File: config.mk
export PLATFORM = sky130hd
export DESIGN_NAME = regfile_wb_arb
export DESIGN_NICKNAME = d
export VERILOG_FILES = /design/src/rtl/regfile_wb_arb.sv
export SDC_FILE = /design/constraint.sdc
export NUM_CORES = 1
export LEC_CHECK = 0
export BUFFER_PORTS_ARGS = -buffer_cell sky130_fd_sc_hd__buf_4
export CAP_MARGIN = 0
export CORE_MARGIN = 1
export CORE_UTILIZATION = 59
export CTS_BUF_LIST = sky130_fd_sc_hd__clkbuf_16
export DETAILED_ROUTE_END_ITERATION = 10
export GPL_TIMING_DRIVEN = 1
export PLACE_DENSITY = 0.84
export SYNTH_ARGS = -nofsm -noshare
export SYNTH_HDL_FRONTEND = slang
export SYNTH_SLANG_ARGS = --single-unit
File: constraint.sdc
create_clock -name clk_i -period 3.45 [get_ports clk_i]
set_clock_uncertainty 0.1 [all_clocks]
set_input_delay 0 -clock clk_i [delete_from_list [all_inputs] [get_ports clk_i]]
set_output_delay 0 -clock clk_i [all_outputs]
set_load 0.01 [all_outputs]
File: src/rtl/regfile_wb_arb.sv
// regfile_wb_arb: write-back arbiter for the single register-file write port.
// ALU results are written with one cycle of latency; LSU results are queued
// in a small FIFO and drained when the ALU is idle, or forcibly after the
// FIFO head has lost STARVE_MAX consecutive cycles to the ALU.
// A 32-bit mask reports destinations still queued or on the output registers.
// Optional feature macro: WB_LSU_BYPASS_EN (LSU result skips an empty FIFO
// when the port is otherwise free).
module regfile_wb_arb #(
  parameter int XLEN       = 32,
  parameter int LQ_DEPTH   = 4,
  parameter int STARVE_MAX = 3
) (
  input  logic                      clk_i,
  input  logic                      rst_n_i,
  input  logic                      alu_valid_i,
  input  logic [4:0]                alu_rd_addr_i,
  input  logic [XLEN-1:0]           alu_rd_data_i,
  output logic                      alu_stall_o,
  input  logic                      lsu_valid_i,
  output logic                      lsu_ready_o,
  input  logic [4:0]                lsu_rd_addr_i,
  input  logic [XLEN-1:0]           lsu_rd_data_i,
  output logic                      rd_we_o,
  output logic [4:0]                rd_addr_o,
  output logic [XLEN-1:0]           rd_data_o,
  output logic [31:0]               pend_mask_o,
  output logic [$clog2(LQ_DEPTH):0] lq_cnt_o
);

  localparam int AW = $clog2(LQ_DEPTH);
  localparam int CW = AW + 1;
  localparam int SW = $clog2(STARVE_MAX + 1);
  localparam logic [CW-1:0] FULL_CNT  = CW'(LQ_DEPTH);
  localparam logic [SW-1:0] STARVE_LIM = SW'(STARVE_MAX);

  // FIFO storage and pointers
  logic [XLEN-1:0] r_q_data [LQ_DEPTH];
  logic [4:0]      r_q_addr [LQ_DEPTH];
  logic [AW-1:0]   r_wr_ptr;
  logic [AW-1:0]   r_rd_ptr;
  logic [CW-1:0]   r_cnt;

  // Arbitration state and output registers
  logic [SW-1:0]   r_starve;
  logic            r_stall;
  logic            r_we;
  logic            r_from_lsu;
  logic [4:0]      r_addr;
  logic [XLEN-1:0] r_data;
  logic [31:0]     r_pend;

  // Combinational decisions for the current cycle
  logic            w_empty;
  logic            w_ready;
  logic            w_push_hs;
  logic            w_enq;
  logic            w_pop;
  logic            w_alu_win;
  logic            w_bypass;
  logic            w_nxt_we;
  logic            w_nxt_lsu;
  logic [4:0]      w_nxt_addr;
  logic [XLEN-1:0] w_nxt_data;
  logic [SW-1:0]   w_starve_nxt;
  logic [31:0]     w_pend_nxt;

  // Priority arbitration: forced pop, then ALU, then FIFO head, then bypass
  always_comb begin
    // NOTE: every always_comb output gets a default first so no path leaves it unassigned, which would infer a latch.
    w_empty   = (r_cnt == '0);
    w_ready   = (r_cnt != FULL_CNT);
    w_push_hs = lsu_valid_i & w_ready;
    w_pop     = 1'b0;
    w_alu_win = 1'b0;
    w_bypass  = 1'b0;
    if (r_stall) begin
      w_pop = !w_empty;
    end else if (alu_valid_i) begin
      w_alu_win = 1'b1;
    end else if (!w_empty) begin
      w_pop = 1'b1;
    end
`ifdef WB_LSU_BYPASS_EN
    else if (lsu_valid_i) begin
      w_bypass = 1'b1;
    end
`endif
    // Writes to x0 are accepted but never queued.
    w_enq = w_push_hs & (lsu_rd_addr_i != 5'd0) & !w_bypass;
  end

  // Next contents of the write-port registers
  always_comb begin
    w_nxt_we   = 1'b0;
    w_nxt_lsu  = 1'b0;
    w_nxt_addr = 5'd0;
    w_nxt_data = '0;
    if (w_pop) begin
      w_nxt_we   = 1'b1;
      w_nxt_lsu  = 1'b1;
      w_nxt_addr = r_q_addr[r_rd_ptr];
      w_nxt_data = r_q_data[r_rd_ptr];
    end else if (w_alu_win) begin
      w_nxt_we   = (alu_rd_addr_i != 5'd0);
      w_nxt_addr = alu_rd_addr_i;
      w_nxt_data = alu_rd_data_i;
    end else if (w_bypass) begin
      w_nxt_we   = (lsu_rd_addr_i != 5'd0);
      w_nxt_lsu  = (lsu_rd_addr_i != 5'd0);
      w_nxt_addr = lsu_rd_addr_i;
      w_nxt_data = lsu_rd_data_i;
    end
  end

  // Starvation counter and pending-destination mask next values
  always_comb begin
    w_starve_nxt = r_starve;
    if (w_pop || w_empty) begin
      w_starve_nxt = '0;
    end else if (w_alu_win) begin
      w_starve_nxt = r_starve + SW'(1);
    end

    w_pend_nxt = r_pend;
    // An LSU write leaves the mask once it has sat one cycle on the port.
    if (r_we && r_from_lsu) begin
      w_pend_nxt[r_addr] = 1'b0;
    end
    if (w_enq) begin
      w_pend_nxt[lsu_rd_addr_i] = 1'b1;
    end
    if (w_bypass && (lsu_rd_addr_i != 5'd0)) begin
      w_pend_nxt[lsu_rd_addr_i] = 1'b1;
    end
    w_pend_nxt[0] = 1'b0;
  end

  // FIFO payload storage
  always_ff @(posedge clk_i) begin
    // NOTE: the payload array is left unreset; r_cnt and the pointers alone decide which entries are valid.
    if (w_enq) begin
      r_q_data[r_wr_ptr] <= lsu_rd_data_i;
      r_q_addr[r_wr_ptr] <= lsu_rd_addr_i;
    end
  end

  // Control state, output registers and mask with synchronous reset
  always_ff @(posedge clk_i) begin
    // NOTE: sequential state uses non-blocking assignments so every register samples pre-edge values.
    if (!rst_n_i) begin
      r_wr_ptr   <= '0;
      r_rd_ptr   <= '0;
      r_cnt      <= '0;
      r_starve   <= '0;
      r_stall    <= 1'b0;
      r_we       <= 1'b0;
      r_from_lsu <= 1'b0;
      r_addr     <= 5'd0;
      r_data     <= '0;
      r_pend     <= '0;
    end else begin
      if (w_enq) r_wr_ptr <= r_wr_ptr + AW'(1);
      if (w_pop) r_rd_ptr <= r_rd_ptr + AW'(1);
      r_cnt      <= r_cnt + CW'(w_enq) - CW'(w_pop);
      r_starve   <= w_starve_nxt;
      r_stall    <= (w_starve_nxt == STARVE_LIM);
      r_we       <= w_nxt_we;
      r_from_lsu <= w_nxt_lsu;
      r_addr     <= w_nxt_addr;
      r_data     <= w_nxt_data;
      r_pend     <= w_pend_nxt;
    end
  end

  // Upstream hazard protocol checks (simulation assertions)
  always_ff @(posedge clk_i) begin
    if (rst_n_i) begin
      assert (!(w_push_hs && (lsu_rd_addr_i != 5'd0) && r_pend[lsu_rd_addr_i]));
      assert (!(alu_valid_i && !r_stall && (alu_rd_addr_i != 5'd0) && r_pend[alu_rd_addr_i]));
    end
  end

  assign alu_stall_o = r_stall;
  assign lsu_ready_o = (r_cnt != FULL_CNT);
  assign rd_we_o     = r_we;
  assign rd_addr_o   = r_addr;
  assign rd_data_o   = r_data;
  assign pend_mask_o = r_pend;
  assign lq_cnt_o    = r_cnt;

endmodule
Yosys cells after proc, flatten, opt, wreduce, memory -nomap -nowiden
Memories as Yosys holds them, arrays and structs flattened. A register that Yosys moved wholly into a read port is not among the register bits.
Index checks and enable logic that the tools add are counted.
{"block": "totals", "ff_bits": 81, "latchBits": 0, "ramBits": 148, "rom_bits": 0, "out_inout_bits": 75, "wordCells": 63, "n_memories": 2}
{"memory": "r_q_data", "words": 4, "width": 32, "read_ports": 1, "rd_ports_with_merged_regs": 1, "write_ports": 1, "line_no": "37", "text": "logic [XLEN-1:0] r_q_data [LQ_DEPTH];"}
{"memory": "r_q_addr", "words": 4, "width": 5, "read_ports": 1, "rd_ports_with_merged_regs": 1, "write_ports": 1, "line_no": "38", "text": "logic [4:0] r_q_addr [LQ_DEPTH];"}
{"block": "op_classes", "add_sub_neg": 5, "n_mul": 0, "div_mod_pow": 0, "n_lt_le_gt_ge": 4, "n_eq_ne": 2, "n_shift": 0, "muxes": 26, "n_bitwise": 5, "n_reduce_logical": 8}
{"cell": "$mux 32", "n": 4}
{"cell": "$and 32x32->32", "n": 1}
{"cell": "$not 32->32", "n": 1}
{"cell": "$or 32x32->32", "n": 1}
{"cell": "$lt 5x6->1 const B", "n": 2}
{"cell": "$mux 1", "n": 12}
{"cell": "$mux 2", "n": 6}
{"cell": "$demux 1 s5", "n": 2}
{"cell": "$ge 5x1->1 const B", "n": 2}
{"cell": "$mux 5", "n": 2}
{"cell": "$reduce_bool 5->1", "n": 2}
{"cell": "$add 2x1->2 const B", "n": 3}
{"cell": "$add 3x1->3", "n": 1}
{"cell": "$logic_and 1x1->1", "n": 3}
{"cell": "$logic_not 3->1", "n": 1}
{"cell": "$ne 3x3->1 const B", "n": 1}
{"cell": "$sub 3x1->3", "n": 1}
{"cell": "$and 1x1->1", "n": 2}
{"cell": "$eq 2x2->1 const B", "n": 1}
{"cell": "$logic_not 1->1", "n": 1}
{"cell": "$logic_or 1x1->1", "n": 1}

Logic depth before layout (Yosys ltp)
{"block": "depth", "ltp_word": 9, "depth_mapped": 8}

Least setup slack after synthesis
OpenSTA, ideal clock, no wires.
{"block": "synth_path", "path_type": "register -> register", "from": "register r_cnt[0] (netlist: lq_cnt_o[0])", "to": "memory r_q_addr[0][0] (enable)", "setup_time_ns": 0.398, "arrival_ns": 1.941, "required_time_ns": 2.952, "setup_slack_ns": 1.012, "stages_incl_launch_ff": 4, "n_path_buf": 0, "period_less_slack_ns": 2.438, "cell_sequence": "dfxtp_1 nor3b_4 a211oi_2 and2_1"}
{"block": "synth_via", "elab_chain_len": 5}
{"item": "start: declaration", "line_no": "41", "text": "logic [CW-1:0] r_cnt;"}
{"item": "start signal: assignment", "line_no": "164", "text": "r_cnt <= r_cnt + CW'(w_enq) - CW'(w_pop);"}
{"item": "$ne 3x3->1", "line_no": "71", "text": "w_ready = (r_cnt != FULL_CNT);"}
{"item": "$and 1x1->1", "line_no": "72", "text": "w_push_hs = lsu_valid_i & w_ready;"}
{"item": "$and 1x1->1", "line_no": "89", "text": "w_enq = w_push_hs & (lsu_rd_addr_i != 5'd0) & !w_bypass;"}
{"item": "$mux 1", "line_no": "141", "text": "if (w_enq) begin"}
{"item": "$mux 1 (not written as such)", "line_no": "143", "text": "r_q_addr[r_wr_ptr] <= lsu_rd_addr_i;"}
{"item": "end: declaration", "line_no": "38"}
No other way between the ends.

Final worst setup path
{"block": "layout_path", "from": "register r_cnt[0] (netlist: lq_cnt_o[0])", "to": "memory r_q_addr[1][1] (enable)"}
Same word-level chain as after synthesis.

==> results summary <==
After synthesis, the cell types taking the most area are edfxtp_1 (52%), dfxtp_1 (19%), mux4_2 (7.9%). The minimum clock period came out at 2.597 ns. The number of global-route vias before repair came out at 5,752. In this run the cell area of the synthesized design comes to 0.008501 mm^2.

The HPWL after detailed placement is 11,710 um. The clock drives 230 sinks. The post-cts sizing count came out at 0. The via count of the routed design is 5,613. The library cell contributing the largest single delay on the critical path is and2_2. The die covers 0.01489 mm^2. The die extent in y is 122.0 um. The number of design-rule violations left by the first detailed-router iteration is 468. Buffers added to address setup during post-CTS repair amount to 0.

The element type at the critical path end is a flip-flop. The deepest clock path buffer count came out at 3. The run finished with clean final reports.

The horizontal extent of the die is 122.0 um. The cell sitting at the root of the clock tree is a clkbuf_16. After layout, the worst setup slack is 0.8533 ns. The delay of the slowest cell on the worst path is 0.74 ns. The total count of hold-check failures in the final report came out at 0. In the finished design, the share of the clock period the worst path needs comes to 0.7527. For the worst setup path, the data arrival time is 2.70 ns. The critical path required time is 3.56 ns. The sequential cell area is 0.006088 mm^2.

Setup repair after global routing left no endpoint under its margin. The initial antenna violation count came out at 0. The worst-case hold slack is 0.1356 ns. For this run, the post-layout net count is 806.

The total wirelength of the detailed-routed design is 21,860 um. The sequential cell area fraction in the yosys report is 0.7159. The fraction of registers with async set or reset after synthesis is 0. The post-route cell area came out at 0.01134 mm^2.

The most used flip-flop cell after synthesis is edfxtp_1. For this run, design rule violations remaining after detail routing come to 0. The count of H-tree levels built during CTS is 1. The number of instances on the worst hold path is 2.

The commonest cells after synthesis are edfxtp_1 (148), dfxtp_1 (82), a22o_1 (37). The weighted congestion at the end of routability-driven global placement came out at 0.8919. The number of standard cells in the final layout excluding fillers came out at 919. The critical-path maximum fanout came out at 27. The clock tree from TritonCTS is yes. After technology mapping, the gate count stands at 479. The flop and latch count out of synthesis came out at 230. The worst setup path is launched from a flip-flop.

The setup slack after placement is 0.8458 ns. The total number of yosys warnings is 0. The clock network latency to the later pin of the worst-skew pair is 0.51 ns. The combined area of the multi-input logic cells came out at 0.002242 mm^2.

The peak supply drop came out at 480.5 uV. The first-pass detailed-route iteration total is 5. The critical path goes through nor3b_4 -> a211oi_2 -> and2_2 -> buf_4.

Counting flops with a built-in enable in the synthesized netlist gives 148. The number of slew-limit violations in the final report came out at 0. The synthesized design spends more area on one cell type than any other, namely edfxtp_1. For this run, the total global-route usage over all layers was measured as 0.3028.

The post-route core utilization is 0.8108. The slew at the pin with the worst max-slew slack is 1.210 ns. The reported leakage power came out at 4.209 nW. Averaged over all synthesized cells, the footprint is 17.75 um^2. The effective utilization at floorplan is 0.6077. The number of cells after detailed placement is 798. The final setup violation count is 0. The number of nets produced by synthesis is 563. The buffers plus inverters on the worst setup path is 1. The count of nets left with antenna violations once routing finished came out at 0. After detailed routing, the average wire length per cell comes to 23.78 um. The number of buffers inserted by port buffering came out at 151. Counting the fill cells in the layout gives 699. The max-capacitance violation count came out at 0. The fraction of post-synthesis cell area in the top cell type by area came out at 0.5228. In this run the cell area measured after placement is 0.009791 mm^2. The number of buffers created by CTS came out at 23. Entering global routing, the biggest net connects 48 pins. The row count is 43. The first-pass GRT wire length came out at 32,820 um.

The total grt overflow came out at 0. The layout cell share with drive strength beyond 1 came out at 0.3166. Summing internal, switching and leakage power gives 7.226 mW.

The area of the core came out at 0.01399 mm^2. The average via count per standard cell is 6.108. The top-level port count is 153. The layout-stage area growth over the synthesis result is 33.43%. Based on the critical path, the design can be clocked at up to 385.1 MHz. The clock-pin transition on the worst setup and hold timing paths is 0.06 ns. The total power per unit cell area came out at 637.1 mW/mm^2. The number of antenna diodes came out at 0. On the critical path the largest part of the delay comes from simple AND/OR/NAND/NOR gates. The depth of the worst register-to-register path came out at 4. Yosys instantiated no cell more often than edfxtp_1. The critical path is of the flip-flop to flip-flop type. The path category of the worst min-delay check is primary input to flip-flop. Yosys mapped the design onto 48 distinct sky130hd cell types. After routing, the total negative slack on setup checks comes to 0 ns.

The worst pin sits at a relative slew slack of 0.1821. The critical path crosses 4 cells after its start point.
==> layout by cell type, fill, tap and decap left out, drive strengths merged, types with 8 or more instances in the layout <==
cell and n:
o21ai 18, dlygate4sd3 79, clkbuf 23, mux4 37, a22o 37, dfxtp 82
edfxtp 148, clkinv 9, a32o 15, buf 161, nand2 20, and2 8
nor3 8, o211ai 16, inv 13
==> report_power, final <==
group          internal [mW]  switching (mW)
clock network           1.51            1.01
registers               3.25           0.220
logic                  0.654           0.582
==> final timing paths <==
kind	startpoint	to	slack, ns
max	lq_cnt_o[0]	r_q_addr[1][1]	0.85
min	lsu_rd_data_i[28]	r_q_data[0][28]	0.14
max reg2reg	lq_cnt_o[0]	r_q_addr[1][1]	0.85
min reg2reg	r_starve[0]	r_starve[0]	0.37
==> what timing repair did <==
action / in CTS / in global routing
hold endpoints to repair: 227 / 0
endpoints found under the setup margin: 0 / 0
hold buffers: 79 / 0
==> layout make-up <==
cell class	count	area share
Sequential cell	230	0.5368
Multi-Input combinational cell	220	0.1977
Timing Repair Buffer	240	0.1763
Clock buffer	23	0.05074
Tap cell	180	0.01986
Clock inverter	19	0.01633
Inverter	7	0.002317
==> state kept, by name, indices dropped and copies added, names as in the netlist, 3 cells and up, named ones only <==
register     flops
r_q_addr        20
r_q_data       128
rd_data_o       32
pend_mask_o     31
lq_cnt_o         3
rd_addr_o        5
==> layer usage <==
layer  vias up  part of all wire  track usage
li1       2430                 -            -
met3        67             0.078      0.06133
met1      2790              0.36       0.3710
met2       326              0.52       0.5240
met5         -                 0            0
met4         0             0.037       0.1242
==> logic make-up (layout without fill, tap and decap cells) <==
| kind of cell | after synthesis | in the layout | synth area share |
|---|---|---|---|
| adders and majority gates | 6 | 6 | 0.009715 |
| xor gates and xnor gates | 4 | 4 | 0.004122 |
| buffers and inverters | 29 | 289 | 0.02178 |
| muxes | 39 | 39 | 0.1035 |
| DFF | 230 | 230 | 0.7159 |
| and+or+nand+nor | 78 | 78 | 0.05932 |
| other | 1 | 1 | 0.0004411 |
| AOI/OAI and AO/OA | 92 | 92 | 0.08522 |
==> worst register-to-register path, stage by stage, from the launching register on <==
cell and delay (ns):
dfxtp_1 0.49, nor3b_4 0.11, a211oi_2 0.51, and2_2 0.74, buf_4 0.35
No activity file was read; power rests on OpenSTA's default activity.
